`config.mk`:
```
export PLATFORM = sky130hd
export DESIGN_NAME = mips_multi_core_flat
export DESIGN_NICKNAME = d
export VERILOG_FILES = /design/src/rtl/mips_multi_core_if.sv /design/src/rtl/mips_multi_core.sv /design/src/flat_wrapper.sv
export SDC_FILE = /design/constraint.sdc
export NUM_CORES = 2
export LEC_CHECK = 0
export CAP_MARGIN = 30
export CORE_ASPECT_RATIO = 1.75
export CORE_MARGIN = 4
export CORE_UTILIZATION = 55
export CTS_CLUSTER_SIZE = 20
export DETAILED_ROUTE_END_ITERATION = 12
export DONT_BUFFER_PORTS = 1
export PLACE_DENSITY = 0.76
export SLEW_MARGIN = 20
export SYNTH_ARGS = -nofsm -noshare
export SYNTH_HDL_FRONTEND = slang
export SYNTH_SLANG_ARGS = --single-unit
```
`constraint.sdc`:
```
create_clock -name clk -period 3.8 [get_ports clk]
set_input_delay 0.38 -clock clk [delete_from_list [all_inputs] [get_ports clk]]
set_output_delay 0.38 -clock clk [all_outputs]
set_load 0.005 [all_outputs]
```
`src/rtl/mips_multi_core_if.sv`:
```
// mips_multi_core_if: run control, program-load port and status outputs
// of the multicycle MIPS core. The master side is the host or testbench.
// The slave side is the core.
interface mips_multi_core_if #(
  parameter int MEM_DEPTH = 64
) ();
  localparam int AW = $clog2(MEM_DEPTH);

  logic          run_i;
  logic          prog_we_i;
  logic [AW-1:0] prog_addr_i;
  logic [31:0]   prog_data_i;
  logic          halted_o;
  logic          illegal_o;
  logic [31:0]   pc_o;
  logic [31:0]   instr_o;
  logic [31:0]   alu_out_o;
  logic [3:0]    state_o;

  modport master (
    output run_i, prog_we_i, prog_addr_i, prog_data_i,
    input  halted_o, illegal_o, pc_o, instr_o, alu_out_o, state_o
  );

  modport slave (
    input  run_i, prog_we_i, prog_addr_i, prog_data_i,
    output halted_o, illegal_o, pc_o, instr_o, alu_out_o, state_o
  );
endinterface

```
`src/rtl/mips_multi_core.sv`:
```
// mips_multi_core: classic multicycle MIPS subset (lw, sw, R-type add/sub/
// and/or/slt, beq, addi, j, halt). It uses a unified word-addressed memory
// and a 32x32 register file.
// Optional feature: define MIPS_BNE_EN to add bne (opcode 0x05).
module mips_multi_core #(
  parameter int          MEM_DEPTH = 64,
  parameter logic [31:0] RESET_PC  = 32'h0000_0000
) (
  input logic             clk,
  input logic             reset,
  mips_multi_core_if.slave bus
);
  localparam int AW = $clog2(MEM_DEPTH);

  localparam logic [5:0] OP_RTYPE = 6'h00;
  localparam logic [5:0] OP_J     = 6'h02;
  localparam logic [5:0] OP_BEQ   = 6'h04;
`ifdef MIPS_BNE_EN
  localparam logic [5:0] OP_BNE   = 6'h05;
`endif
  localparam logic [5:0] OP_ADDI  = 6'h08;
  localparam logic [5:0] OP_LW    = 6'h23;
  localparam logic [5:0] OP_SW    = 6'h2B;
  localparam logic [5:0] OP_HALT  = 6'h3F;

  typedef enum logic [3:0] {
    ST_IDLE    = 4'd0,
    ST_FETCH   = 4'd1,
    ST_DECODE  = 4'd2,
    ST_MEMADR  = 4'd3,
    ST_MEMRD   = 4'd4,
    ST_MEMWB   = 4'd5,
    ST_MEMWR   = 4'd6,
    ST_EXECUTE = 4'd7,
    ST_ALUWB   = 4'd8,
    ST_BRANCH  = 4'd9,
    ST_ADDIEX  = 4'd10,
    ST_ADDIWB  = 4'd11,
    ST_JUMP    = 4'd12,
    ST_HALT    = 4'd13
  } state_t;

  state_t      state;
  logic [31:0] pc;
  logic [31:0] ir;
  logic [31:0] mdr;
  logic [31:0] a_reg;
  logic [31:0] b_reg;
  logic [31:0] alu_out;
  logic        illegal;

  logic [31:0] mem [MEM_DEPTH];
  logic [31:0] rf  [32];

  logic [5:0]    opcode;
  logic [4:0]    rs;
  logic [4:0]    rt;
  logic [4:0]    rd;
  logic [5:0]    funct;
  logic [31:0]   imm_ext;
  logic [AW-1:0] mem_idx;
  logic [31:0]   mem_rdata;
  logic [31:0]   alu_result;
  logic          funct_ok;
  logic          branch_taken;
  logic          rf_we;
  logic [4:0]    rf_waddr;
  logic [31:0]   rf_wdata;

  assign opcode  = ir[31:26];
  assign rs      = ir[25:21];
  assign rt      = ir[20:16];
  assign rd      = ir[15:11];
  assign funct   = ir[5:0];
  assign imm_ext = {{16{ir[15]}}, ir[15:0]};

  // The instruction fetch uses the PC. Every data access uses the address held in ALUOut.
  assign mem_idx   = (state == ST_FETCH) ? pc[AW+1:2] : alu_out[AW+1:2];
  assign mem_rdata = mem[mem_idx];

  // The shared ALU. Each state selects its operands and operation. The default is PC+4.
  always_comb begin
    alu_result = pc + 32'd4;
    funct_ok   = 1'b1;
    case (state)
      ST_DECODE:            alu_result = pc + (imm_ext << 2);
      ST_MEMADR, ST_ADDIEX: alu_result = a_reg + imm_ext;
      ST_BRANCH:            alu_result = a_reg - b_reg;
      ST_EXECUTE: begin
        case (funct)
          6'h20:   alu_result = a_reg + b_reg;
          6'h22:   alu_result = a_reg - b_reg;
          6'h24:   alu_result = a_reg & b_reg;
          6'h25:   alu_result = a_reg | b_reg;
          6'h2A:   alu_result = {31'd0, $signed(a_reg) < $signed(b_reg)};
          default: begin
            alu_result = 32'd0;
            funct_ok   = 1'b0;
          end
        endcase
      end
      default: ;
    endcase
  end

  // The branch condition. It is equality for beq, and inequality for bne when bne is enabled.
  always_comb begin
`ifdef MIPS_BNE_EN
    branch_taken = (opcode == OP_BNE) ? (a_reg != b_reg) : (a_reg == b_reg);
`else
    branch_taken = (a_reg == b_reg);
`endif
  end

  // Register write-back select. Only the three write-back states write a register.
  always_comb begin
    rf_we    = 1'b0;
    rf_waddr = rt;
    rf_wdata = alu_out;
    case (state)
      ST_MEMWB: begin
        rf_we    = 1'b1;
        rf_wdata = mdr;
      end
      ST_ALUWB: begin
        rf_we    = 1'b1;
        rf_waddr = rd;
      end
      ST_ADDIWB: rf_we = 1'b1;
      default: ;
    endcase
  end

  // The register file. Reset clears it. Writes to $0 are dropped, so $0 always reads zero.
  always_ff @(posedge clk) begin
    if (reset) begin
      for (int i = 0; i < 32; i++) rf[i] <= 32'd0;
    end else if (rf_we && (rf_waddr != 5'd0)) begin
      rf[rf_waddr] <= rf_wdata;
    end
  end

  // Memory write. Reset leaves the contents alone but blocks the write on that edge. Program load works only while stopped.
  always_ff @(posedge clk) begin
    if (!reset) begin
      if (state == ST_MEMWR) begin
        mem[alu_out[AW+1:2]] <= b_reg;
      end else if (bus.prog_we_i && (state == ST_IDLE || state == ST_HALT)) begin
        mem[bus.prog_addr_i] <= bus.prog_data_i;
      end
    end
  end

  // Datapath registers. IR loads only in FETCH. MDR, A, B and ALUOut reload every cycle.
  always_ff @(posedge clk) begin
    if (reset) begin
      ir      <= 32'd0;
      mdr     <= 32'd0;
      a_reg   <= 32'd0;
      b_reg   <= 32'd0;
      alu_out <= 32'd0;
    end else begin
      if (state == ST_FETCH) ir <= mem_rdata;
      mdr     <= mem_rdata;
      a_reg   <= rf[rs];
      b_reg   <= rf[rt];
      alu_out <= alu_result;
    end
  end

  // Control FSM. It also owns the PC and the sticky illegal flag.
  always_ff @(posedge clk) begin
    if (reset) begin
      state   <= ST_IDLE;
      pc      <= RESET_PC;
      illegal <= 1'b0;
    end else begin
      case (state)
        ST_IDLE: begin
          if (bus.run_i) begin
            pc    <= RESET_PC;
            state <= ST_FETCH;
          end
        end
        ST_FETCH: begin
          pc    <= alu_result;
          state <= ST_DECODE;
        end
        ST_DECODE: begin
          case (opcode)
            OP_LW, OP_SW: state <= ST_MEMADR;
            OP_RTYPE:     state <= ST_EXECUTE;
            OP_BEQ:       state <= ST_BRANCH;
`ifdef MIPS_BNE_EN
            OP_BNE:       state <= ST_BRANCH;
`endif
            OP_ADDI:      state <= ST_ADDIEX;
            OP_J:         state <= ST_JUMP;
            OP_HALT: begin
              illegal <= 1'b0;
              state   <= ST_HALT;
            end
            default: begin
              illegal <= 1'b1;
              state   <= ST_HALT;
            end
          endcase
        end
        ST_MEMADR:  state <= (opcode == OP_LW) ? ST_MEMRD : ST_MEMWR;
        ST_MEMRD:   state <= ST_MEMWB;
        ST_MEMWB:   state <= ST_FETCH;
        ST_MEMWR:   state <= ST_FETCH;
        ST_EXECUTE: begin
          if (funct_ok) begin
            state <= ST_ALUWB;
          end else begin
            illegal <= 1'b1;
            state   <= ST_HALT;
          end
        end
        ST_ALUWB:   state <= ST_FETCH;
        ST_BRANCH: begin
          if (branch_taken) pc <= alu_out;
          state <= ST_FETCH;
        end
        ST_ADDIEX:  state <= ST_ADDIWB;
        ST_ADDIWB:  state <= ST_FETCH;
        ST_JUMP: begin
          pc    <= {pc[31:28], ir[25:0], 2'b00};
          state <= ST_FETCH;
        end
        ST_HALT: begin
          if (bus.run_i) begin
            pc      <= RESET_PC;
            illegal <= 1'b0;
            state   <= ST_FETCH;
          end
        end
        default: state <= ST_IDLE;
      endcase
    end
  end

  assign bus.halted_o  = (state == ST_HALT);
  assign bus.illegal_o = illegal;
  assign bus.pc_o      = pc;
  assign bus.instr_o   = ir;
  assign bus.alu_out_o = alu_out;
  assign bus.state_o   = state;
endmodule
```
`src/flat_wrapper.sv`:
```
// flat-port wrapper written by rule: the top's interface ports become plain ports
module mips_multi_core_flat 
#(
  parameter int          MEM_DEPTH = 64,
  parameter logic [31:0] RESET_PC  = 32'h0000_0000
)
  (clk, reset, bus_run_i, bus_prog_we_i, bus_prog_addr_i, bus_prog_data_i, bus_halted_o, bus_illegal_o, bus_pc_o, bus_instr_o, bus_alu_out_o, bus_state_o);
  mips_multi_core_if #(.MEM_DEPTH(MEM_DEPTH)) bus_i ();
  input logic clk;
  input logic reset;
  input wire logic [$bits(bus_i.run_i)-1:0] bus_run_i;
  input wire logic [$bits(bus_i.prog_we_i)-1:0] bus_prog_we_i;
  input wire logic [$bits(bus_i.prog_addr_i)-1:0] bus_prog_addr_i;
  input wire logic [$bits(bus_i.prog_data_i)-1:0] bus_prog_data_i;
  output wire logic [$bits(bus_i.halted_o)-1:0] bus_halted_o;
  output wire logic [$bits(bus_i.illegal_o)-1:0] bus_illegal_o;
  output wire logic [$bits(bus_i.pc_o)-1:0] bus_pc_o;
  output wire logic [$bits(bus_i.instr_o)-1:0] bus_instr_o;
  output wire logic [$bits(bus_i.alu_out_o)-1:0] bus_alu_out_o;
  output wire logic [$bits(bus_i.state_o)-1:0] bus_state_o;
  assign bus_i.run_i = bus_run_i;
  assign bus_i.prog_we_i = bus_prog_we_i;
  assign bus_i.prog_addr_i = bus_prog_addr_i;
  assign bus_i.prog_data_i = bus_prog_data_i;
  assign bus_halted_o = bus_i.halted_o;
  assign bus_illegal_o = bus_i.illegal_o;
  assign bus_pc_o = bus_i.pc_o;
  assign bus_instr_o = bus_i.instr_o;
  assign bus_alu_out_o = bus_i.alu_out_o;
  assign bus_state_o = bus_i.state_o;
  mips_multi_core #(.MEM_DEPTH(MEM_DEPTH), .RESET_PC(RESET_PC)) u_core (.clk(clk), .reset(reset), .bus(bus_i));
endmodule
```
==> summary by stage <==
Worst setup path
The largest individual stage delay along the critical path comes from the cell sky130_fd_sc_hd__dlygate4sd3_1. The largest fanout on the critical path is 11. Walking the worst path, the cells encountered are buf_4 > nand2b_1 > nor3_1 > buf_4 > nor3b_2 > buf_12 > a21oi_2 > buf_4 > buf_4 > o22ai_1 > o31ai_1 > buf_4 > nor2_1 > dlygate4sd3_1. The logic depth of the worst register-to-register path is 14. For this run, the slowest stage of the critical path takes 0.57 ns. The family with the most delay on the worst path is buffers and inverters. The number of cells on the critical path is 14. The kind of critical path is flip-flop to flip-flop. Setup slack on the worst reg-to-reg path comes out at -0.01 ns. The type of destination of the critical path is a flip-flop.

Data on the critical path arrives at its endpoint at 4.56 ns. At the worst endpoint, the required time is 4.54 ns. In this design, the critical path's most frequently occurring cell is sky130_fd_sc_hd__buf_4. The number of buffers and inverters on the critical path is 7. The startpoint type of the worst setup path is a flip-flop.

GRT
Across every metal layer, demand over resource in global routing totals 37.5%. The number of antenna violations at the first check in global routing came to 49. The number of global-route vias before repair is 96,900. The first global-routing pass estimated 721,000 um of wire. The total congestion overflow is 0. The largest net degree at the start of global routing is 270.

Placed design
Including well taps, the total number of placed cells is 12,900. Summed over all nets, the half-perimeter wirelength after detailed placement is 341,000 um. The congestion estimate from routability-driven global placement came to 1.01. The count of buffers added on input and output ports is 0.

Floorplan
The die height is 691 um. The placeable core region is 0.265 mm2. The die width is 398 um. Pin placement for this block handled 144 I/O pins. The standard-cell row count is 250. The initial utilization of the core area, before any placement, comes to 55.3%. The die covers 0.275 mm2.

STA
The hold violation count in the final report is 56. The worst-case clock skew is 0.0670 ns. The normalized max-slew margin is 23.4%. Static timing analysis puts the maximum clock frequency at 0.262 GHz. Setup repair after global routing could not meet its margin everywhere. The tightest hold margin is -0.195 ns. The post-layout minimum cycle time is 3.81 ns.

The measured slew at the worst slew-check pin is 1.14 ns. The total setup violations reported at the end of the flow is 1. The part of the cycle the worst path needs is 100%.

The count of final max-slew check failures is 0. After layout, the worst setup slack is -0.0147 ns.

Job
Across the run, the number of max-cap violations was 0.

Pwr
The ratio of total power to cell area is 796 mW/mm2. The analysis attributes to cell leakage a power of 57.6 nW. VDD sags by at most 0.000638 V.

Run status
The run finished, with violations left. The final reports fail on negative hold slack, negative setup slack.

Synth
In this run, synthesis inferred 3,072 flip-flops with an integrated enable. The share of synthesized cell area in and, or, nand and nor gates is 6.69%. The multiplexer share of the synthesized area is 19.8%. The share of the Yosys chip area taken by registers is 65.6%. The Yosys warning count is 0.

In this run, distinct cell masters in the synthesized netlist total 91. The mapped cell area is 0.147 mm2. The fraction of registers with async set or reset after synthesis is 0%.

By area, the combinational part of the netlist is dominated by multiplexers. The count of state elements after synthesis is 3,269. The average instance in the mapped netlist occupies 16.4 um2.

The dominant register cell in the synthesized netlist is sky130_fd_sc_hd__edfxtp_1. Synthesis produced 8,937 cells. The synthesized netlist devotes 3.70% of its cell area to compound gates. The parity-gate share of the synthesized area counting xor and xnor cells is 0.472%. Of the total synthesized cell area, the portion taken by full adders, half adders and majority gates is 1.52%.

Cells and area
Summing all multi-input logic gate instances after layout gives 0.0492 mm2. Cells with a size suffix above 1 make up 30.9% of the layout. The area growth from synthesis to final layout is 16.6%.

The count of fill cells added during filler insertion is 18,100. The largest registers in the layout are u_core.mem x2048, u_core.rf x1024. The count of cells in the finished layout, fillers not included, comes to 13,600.

The register containing the most flip-flops in the final layout is u_core.mem. The library cell used most frequently in the layout, excluding fill and tap cells, is sky130_fd_sc_hd__edfxtp_1. In the layout the commonest cells are sky130_fd_sc_hd__edfxtp_1 (3,072), sky130_fd_sc_hd__nor2_1 (1,224), sky130_fd_sc_hd__mux4_2 (1,152).

The net count of the finished layout is 9,974. The area taken by flip-flops and latches is 0.0962 mm2. The flip-flop count of the largest register after layout is 2,048.

Detailed routing
The count of antenna-violating nets left after detailed routing is 0. The first routing iteration left 12,900 violations. After detailed routing, the number of remaining DRC violations is 0.

After detailed routing, the total wire length is 519,000 um. Dividing the detail-routed via count by the number of cells gives 6.95. In the final routed layout, each cell accounts on average for 38.2 um.

The number of optimization iterations in the first detailed-route pass is 9. The overall via count from detail_route is 94,400.

Clocking
The TritonCTS clock tree is done. The register clock-pin slew on the reported worst setup and hold paths is 0.07 ns. The number of sinks on the clock net is 3,269. The tree is rooted in a sky130_fd_sc_hd__clkbuf_16. The maximum level of the CTS H-tree is 5. Clock latency on the worst-skew pair, taken at its later pin, is 0.89 ns. The number of clock buffers added by TritonCTS is 294.

The number of buffers on the longest clock path is 4.

Min path
The worst hold path belongs to the class input pin to flip-flop. The cell count of the worst hold path is 1.
==> logic make-up after synthesis <==
| kind of cell | count (synthesis) |
|---|---|
| xor+xnor | 79 |
| mux | 1462 |
| buf+inv | 792 |
| fa+ha+maj | 176 |
| other cells | 1 |
| simple gates | 2360 |
| flops | 3269 |
| compound gates | 798 |
==> routing by layer <==
layer / up-vias / share of wire (%) / global-route usage [%] / wire length (um)
li1: 36800 / - / - / -
met1: 47700 / 29 / 39.8 / 149000
met2: 7486 / 49 / 62.0 / 255000
met3: 2385 / 12 / 11.0 / 60200
met4: 24 / 10 / 29.8 / 53800
met5: - / 0.031 / 0 / 162
==> layout make-up <==
type,instances,area share (%)
tap,3528,2.58
clock buffer,365,4.60
antenna,70,0.102
clock inverter,164,0.907
timing repair buffer,1170,6.56
multi-input combinational,4907,28.8
sequential,3269,56.2
inverter,115,0.253
==> per-stage QoR <==
| stage | instance area (um2) | setup slack [ns] | total power [W] | util [%] | setup TNS (ns) |
|---|---|---|---|---|---|
| CTS | 170000 | 0.00305 | 0.134 | 64.1 | 0 |
| global placement | 160000 | -0.645 | 0.102 | 60.2 | -13.19 |
| global route | 171000 | -0.0443 | 0.140 | 64.5 | -0.290 |
| detailed placement | 160000 | -0.415 | 0.103 | 60.2 | -12.54 |
| floorplan | 147000 | -0.00327 | 0.0780 | - | -2.93 |
| finish | 171000 | -0.0147 | 0.136 | 64.5 | -0.0147 |
==> timing repair <==
item / CTS / global route
gates resized for setup: 71 / 139
hold endpoints to repair: 184 / 145
pin swaps: 4 / 29
buffers inserted: 13 / 11
hold buffers: 39 / 3
setup endpoints to repair: 90 / 167
cloned: 3 / 6
==> worst paths after layout <==
kind                               from                       to
setup / recovery  u_core.bus.instr_o[4]  u_core.bus.alu_out_o[5]
hold / removal                    reset   u_core.bus.instr_o[31]
setup reg to reg  u_core.bus.instr_o[4]  u_core.bus.alu_out_o[5]
hold reg to reg     u_core.bus.pc_o[25]      u_core.bus.pc_o[25]
==> power by group <==
group / internal, W / switching [W] / leakage, nW
Sequential: 0.0437 / 0.00207 / 30.9
Clock: 0.0163 / 0.0136 / 4.59
Combinational: 0.0256 / 0.0349 / 22.1
Total: 0.0857 / 0.0506 / 57.6
==> cell usage after synthesis (17+ instances only) <==
cell type	number	area (um2)
sky130_fd_sc_hd__xnor2_1	60	526
sky130_fd_sc_hd__o21bai_1	18	135
sky130_fd_sc_hd__and2_1	21	131
sky130_fd_sc_hd__nand2_1	631	2370
sky130_fd_sc_hd__buf_2	102	510
sky130_fd_sc_hd__mux2_2	37	417
sky130_fd_sc_hd__nand3_1	100	500
sky130_fd_sc_hd__a221oi_1	17	149
sky130_fd_sc_hd__xor2_1	19	166
sky130_fd_sc_hd__nand2b_1	59	369
sky130_fd_sc_hd__mux2i_1	273	2730
sky130_fd_sc_hd__ha_1	171	2140
sky130_fd_sc_hd__o21ai_0	166	831
sky130_fd_sc_hd__nor3_1	66	330
sky130_fd_sc_hd__dfxtp_1	197	3940
sky130_fd_sc_hd__a22oi_1	21	158
sky130_fd_sc_hd__nor2b_1	57	357
sky130_fd_sc_hd__nor2_1	1299	4880
sky130_fd_sc_hd__mux4_2	1152	25900
sky130_fd_sc_hd__edfxtp_1	3072	92200
sky130_fd_sc_hd__nand4_1	24	150
sky130_fd_sc_hd__clkbuf_1	463	1740
sky130_fd_sc_hd__buf_4	19	143
sky130_fd_sc_hd__a21o_1	38	285
sky130_fd_sc_hd__a21oi_1	186	931
sky130_fd_sc_hd__nor4_1	22	138
sky130_fd_sc_hd__a211oi_1	47	353
sky130_fd_sc_hd__a32oi_1	34	298
sky130_fd_sc_hd__buf_1	81	304
sky130_fd_sc_hd__o221ai_1	49	429
sky130_fd_sc_hd__inv_1	113	424
Note: power is estimated with default switching activity, not from simulation.
